**src/rtl/lsu_ctrl.sv**
```systemverilog
// Memory-stage load/store controller: one outstanding data-memory transaction,
// store lane formatting, load extraction/extension and alignment fault detection.
module lsu_ctrl (
  input  logic        clk_i,
  input  logic        reset_i,
  input  logic        valid_i,
  output logic        ready_o,
  input  logic        we_i,
  input  logic [2:0]  funct3_i,
  input  logic [31:0] addr_i,
  input  logic [31:0] store_data_i,
  output logic        mem_v_o,
  output logic        mem_we_o,
  output logic [31:0] mem_addr_o,
  output logic [31:0] mem_wdata_o,
  output logic [3:0]  mem_wmask_o,
  input  logic        mem_ready_i,
  input  logic        mem_rvalid_i,
  input  logic [31:0] mem_rdata_i,
  output logic [31:0] ld_result_o,
  output logic        done_o,
  output logic        fault_o
);

  typedef enum logic [1:0] {IDLE, REQ, WAIT, DONE} state_t;

  state_t      state_q, state_d;
  logic        we_q;
  logic [2:0]  funct3_q;
  logic [31:0] addr_q;
  logic [31:0] sdata_q;
  logic        fault_q;
  logic [31:0] ld_result_q;

  logic        accept;
  logic        fault_d;
  logic [31:0] shifted;
  logic [31:0] load_fmt;
  logic [31:0] wdata;
  logic [3:0]  wmask;

  assign accept = valid_i & (state_q == IDLE);

  // Misalignment and illegal width codes are resolved from the raw request at accept time.
  always_comb begin
    fault_d = 1'b1;
    case (funct3_i)
      3'b000:  fault_d = 1'b0;
      3'b001:  fault_d = addr_i[0];
      3'b010:  fault_d = |addr_i[1:0];
      3'b100:  fault_d = we_i;
      3'b101:  fault_d = we_i | addr_i[0];
      default: fault_d = 1'b1;
    endcase
  end

  always_comb begin
    state_d = state_q;
    case (state_q)
      IDLE:    if (accept) state_d = fault_d ? DONE : REQ;
      REQ:     if (mem_ready_i) state_d = we_q ? DONE : WAIT;
      WAIT:    if (mem_rvalid_i) state_d = DONE;
      DONE:    state_d = IDLE;
      default: state_d = IDLE;
    endcase
  end

  always_comb begin
    wmask = 4'b0000;
    wdata = sdata_q;
    if (we_q) begin
      case (funct3_q[1:0])
        2'b00: begin
          wmask = 4'b0001 << addr_q[1:0];
          wdata = {4{sdata_q[7:0]}};
        end
        2'b01: begin
          wmask = 4'b0011 << addr_q[1:0];
          wdata = {2{sdata_q[15:0]}};
        end
        default: wmask = 4'b1111;
      endcase
    end
  end

  // The addressed byte/halfword is moved to bit 0 before extension.
  always_comb begin
    shifted  = mem_rdata_i >> {addr_q[1:0], 3'b000};
    load_fmt = shifted;
    case (funct3_q)
      3'b000:  load_fmt = {{24{shifted[7]}}, shifted[7:0]};
      3'b001:  load_fmt = {{16{shifted[15]}}, shifted[15:0]};
      3'b100:  load_fmt = {24'h000000, shifted[7:0]};
      3'b101:  load_fmt = {16'h0000, shifted[15:0]};
      default: load_fmt = shifted;
    endcase
  end

  always_ff @(posedge clk_i or posedge reset_i) begin
    if (reset_i) begin
      state_q     <= IDLE;
      we_q        <= 1'b0;
      funct3_q    <= 3'b000;
      addr_q      <= 32'h0;
      sdata_q     <= 32'h0;
      fault_q     <= 1'b0;
      ld_result_q <= 32'h0;
    end else begin
      state_q <= state_d;
      if (accept) begin
        we_q     <= we_i;
        funct3_q <= funct3_i;
        addr_q   <= addr_i;
        sdata_q  <= store_data_i;
        fault_q  <= fault_d;
      end
      if ((state_q == WAIT) && mem_rvalid_i) ld_result_q <= load_fmt;
    end
  end

  assign ready_o     = (state_q == IDLE);
  assign mem_v_o     = (state_q == REQ);
  assign mem_we_o    = (state_q == REQ) & we_q;
  assign mem_addr_o  = {addr_q[31:2], 2'b00};
  assign mem_wdata_o = wdata;
  assign mem_wmask_o = wmask;
  assign ld_result_o = ld_result_q;
  assign done_o      = (state_q == DONE);
  assign fault_o     = (state_q == DONE) & fault_q;

endmodule

```
**config.mk**
```make
export PLATFORM = sky130hd
export DESIGN_NAME = lsu_ctrl
export DESIGN_NICKNAME = d
export VERILOG_FILES = /design/src/rtl/lsu_ctrl.sv
export SDC_FILE = /design/constraint.sdc
export NUM_CORES = 1
export LEC_CHECK = 0
export CAP_MARGIN = 20
export CORE_AREA = 4 4 115 117
export DETAILED_ROUTE_END_ITERATION = 6
export DIE_AREA = 0 0 119 121
export GPL_TIMING_DRIVEN = 0
export PLACE_DENSITY = 0.8
export SLEW_MARGIN = 20
export SYNTH_ARGS = -nofsm -noshare
export SYNTH_HDL_FRONTEND = slang
export SYNTH_SLANG_ARGS = --single-unit
```
**constraint.sdc**
```tcl
create_clock -name clk_i -period 4.3 [get_ports clk_i]
set_clock_uncertainty 0.05 [all_clocks]
set_input_delay 0.43 -clock clk_i [delete_from_list [all_inputs] [get_ports clk_i]]
set_output_delay 0.43 -clock clk_i [all_outputs]
set_load 0.01 [all_outputs]
```
==> qor.yml <==
postRouteAntennaNets: 0
cts_tree: "done"
yosys.area_share.simple_pct: 4.54
grt_overflow: 0
power_density_nw_per_um2: 771
cp_data_arrival_time_ps: 2580
reg2reg_depth: 5
synth_seq_cells: 103
critPathLaunchType: "flop"
num_antenna_cells: 0
syn_avg_cell_area_um2: 12.4
netSwitchingPower_mw: 2.09
worstPathCellList: "clkbuf_8 > nor2_1 > and2_1 > buf_2 > mux2_2 > clkdlybuf4s50_1"
worst_pin_slew_ps: 723
final_nets: 753
ff2ff_setup_slack_ps: 2140
drc: 0
synth-compound-area-share_pct: 10.6
seq_area_frac_synth_pct: 49.0
min-delay-path-class: "reg2reg"
min_to: "ld_result_o[1]"
worstPathMaxFanout: 10
die_w_um: 119
synth_fa_ha_area_share_pct: 1.19
drv_slew: 0
grt_pass1_vias: 4597
drt_first_iter_violations: 278
slowest_delay_ps: 510
cts.sinks: 103
ir_worst_vdd_v: 0.000453
yosys_warnings: 0
synth_top_family_by_area: "multiplexers"
clk_path_buf_depth: 2
cp_slowest_cell: "clkdlybuf4s50_1"
critPathRequiredTime_ps: 3820
grt_max_degree: 55
num_rows: 41
drtPass1Iterations: 4
synth_xor_area_share_pct: 0
setup_viol: 0
clk_latency_ps: 330
synthArstFlopShare_pct: 100
pwr-share-clk_pct: 12.4
synth_cell_type_count: 37
area_growth_pct: 49.3
slew_headroom_pct: 51.8
finish.utilization_pct: 63.5
total_power_mw: 6.05
synth_edf_count: 0
fin_crit_ps: 3060
coreArea_um2: 12400
r2r_end: "sdata_q[0]"
synthesis.area_um2: 5260
vias: 4087
vias_per_cell: 4.98
post_cts_buffers: 0
reg2reg_from: "state_q[0]"
grt_pass1_wl_mm: 23.7
place.gp.congestion: 0.855
combinationalPowerShare_pct: 58.1
grt_usage_pct: 20.5
hold_viol: 0
rsz0062_at_grt: "no"
place_area_um2: 7580
final_design_area_no_fill_um2: 7850
worstSetupPathType: "reg2out"
synth_ff_type: "dfrtp_1"
fin_crit_sh_pct: 71.2
htreeDepth: 3
swShare_pct: 34.6
wire_per_inst_um: 18.3
holdCritStartpoint: "ld_result_o[1]"
portBuffers: 207
dp_slack_ps: 1600
muxShareOfSynthArea_pct: 24.7
worst_setup_path_end_kind: "primary output"
dp_hpwl_mm: 11.6
hold_buffers: 0
worstHoldPathCells: 2
cap_violations: 0
dieHeight_um: 121
crit_buf_inv: 3
final_cells: 820
clkSlewWorstSetupHoldPaths_ps: 70
postCtsResizedCells: 0
antenna_found_initial: 0
internal-power_mw: 3.96
drive_gt1_share_pct: 27.3
crit_family: "buffers and inverters"
setup_ws_ps: 1240
outcome: "finished, final reports clean"
cts_root_buf: "clkbuf_16"
start_util_pct: 42.5
leakage_nw: 3.35
cts_buffers: 9
die-area_um2: 14400
syn_inst: 423
wl_mm: 15.0
p_seq_share_pct: 29.5
ioPinCount: 210
fmax_mhz: 327
place_inst: 804
[kinds of logic (layout without fill, tap and decap cells)]
| family | count (synthesis) | after routing |
|---|---|---|
| adders and majority gates | 5 | 5 |
| buffers and inverters | 73 | 297 |
| muxes | 117 | 117 |
| DFF | 103 | 103 |
| other | 1 | 2 |
| AOI/OAI and AO/OA | 75 | 75 |
| and+or+nand+nor | 49 | 49 |
[worst min-delay path, delay by kind of cell, from the launching register on]
family,cells,cell delay (ps)
AOI/OAI and AO/OA,1,60
DFF,1,340
and+or+nand+nor,1,50
[per-stage QoR]
stage                     setup TNS [ps]  hold slack [ps]
final                                  0              434
after detailed placement               0              424
after global placement            -36560              422
after floorplan                        0              392
after CTS                              0              440
after global routing                   0              463
[cell type report]
| class | instances | area, um2 |
|---|---|---|
| Tap cell | 172 | 215 |
| Multi-Input combinational cell | 248 | 2170 |
| Sequential cell | 103 | 2580 |
| Clock buffer | 10 | 229 |
| Inverter | 6 | 27.5 |
| Buffer | 67 | 497 |
| Timing Repair Buffer | 208 | 2100 |
| Clock inverter | 6 | 37.5 |
| Fill cell | 989 | 4510 |
[worst max-delay path by stage]
| stage | start | end | cells after the start |
|---|---|---|---|
| floorplan | reset_i | addr_q[0] | 1 |
| global placement | reset_i | addr_q[31] | 2 |
| detailed placement | funct3_q[1] | mem_wdata_o[14] | 6 |
| CTS | funct3_q[1] | mem_wdata_o[14] | 6 |
| global route | funct3_q[1] | mem_wdata_o[13] | 6 |
| finish | funct3_q[1] | mem_wdata_o[14] | 6 |
[power by group through the flow]
| stage | combinational (mW) | sequential [mW] | clock [mW] |
|---|---|---|---|
| after floorplan | 1.92 | 1.77 | 0 |
| after global placement | 3.45 | 1.78 | 0 |
| after detailed placement | 3.52 | 1.81 | 0 |
| after CTS | 3.55 | 1.79 | 0.767 |
| after global routing | 3.77 | 1.85 | 0.808 |
| final | 3.52 | 1.78 | 0.750 |
[state kept, by name (all words and copies together) (netlist names)]
signal / count
we_q: 1
addr_q: 32
sdata_q: 32
ld_result_o: 32
state_q: 2
fault_q: 1
funct3_q: 3
[routing by layer]
layer	wire, um	GRT usage, %	up-vias	part of all wire (%)
li1	-	-	1905	-
met5	0	0	-	0
met4	304	7.39	0	2.0
met1	5790	23.9	1968	39
met2	7380	35.0	194	49
met3	1500	7.32	20	10
[synthesized netlist by cell type (4+ instances only)]
cell       count  area share, %
a21oi_1        8           0.76
a221o_1       11            2.1
a221o_2        6            1.3
a2bb2oi_1      8            1.3
and2_1         4           0.48
buf_1          7           0.50
buf_4         40            5.7
buf_6          4           0.86
clkbuf_1       7           0.50
clkbuf_8       5            1.3
dfrtp_1      103             49
ha_1           5            1.2
inv_1          6           0.43
mux2_2        93             20
mux2i_1       23            4.4
nand2_1       22            1.6
nor2_1        13           0.93
o21a_1        11            1.6
o21ai_0       25            2.4
[layout by cell type, fill, tap and decap left out, drive strengths merged]
cell type      count
and2b              1
o221ai             1
nor2b              2
and2               4
dfrtp            103
a21oi              8
o21ai             25
a211oi             1
conb               2
o21a              11
buf               56
nor3               1
clkdlybuf4s50    207
inv                6
ha                 5
nor3b              1
nand2b             2
a221o             17
o41ai              1
mux4               1
mux2i             23
nor2              14
nand2             23
mux2              93
clkbuf            22
or3                1
o31ai              2
clkinvlp           3
o31a               1
clkinv             3
a2bb2oi            8
(Power assumes the default switching activity.)
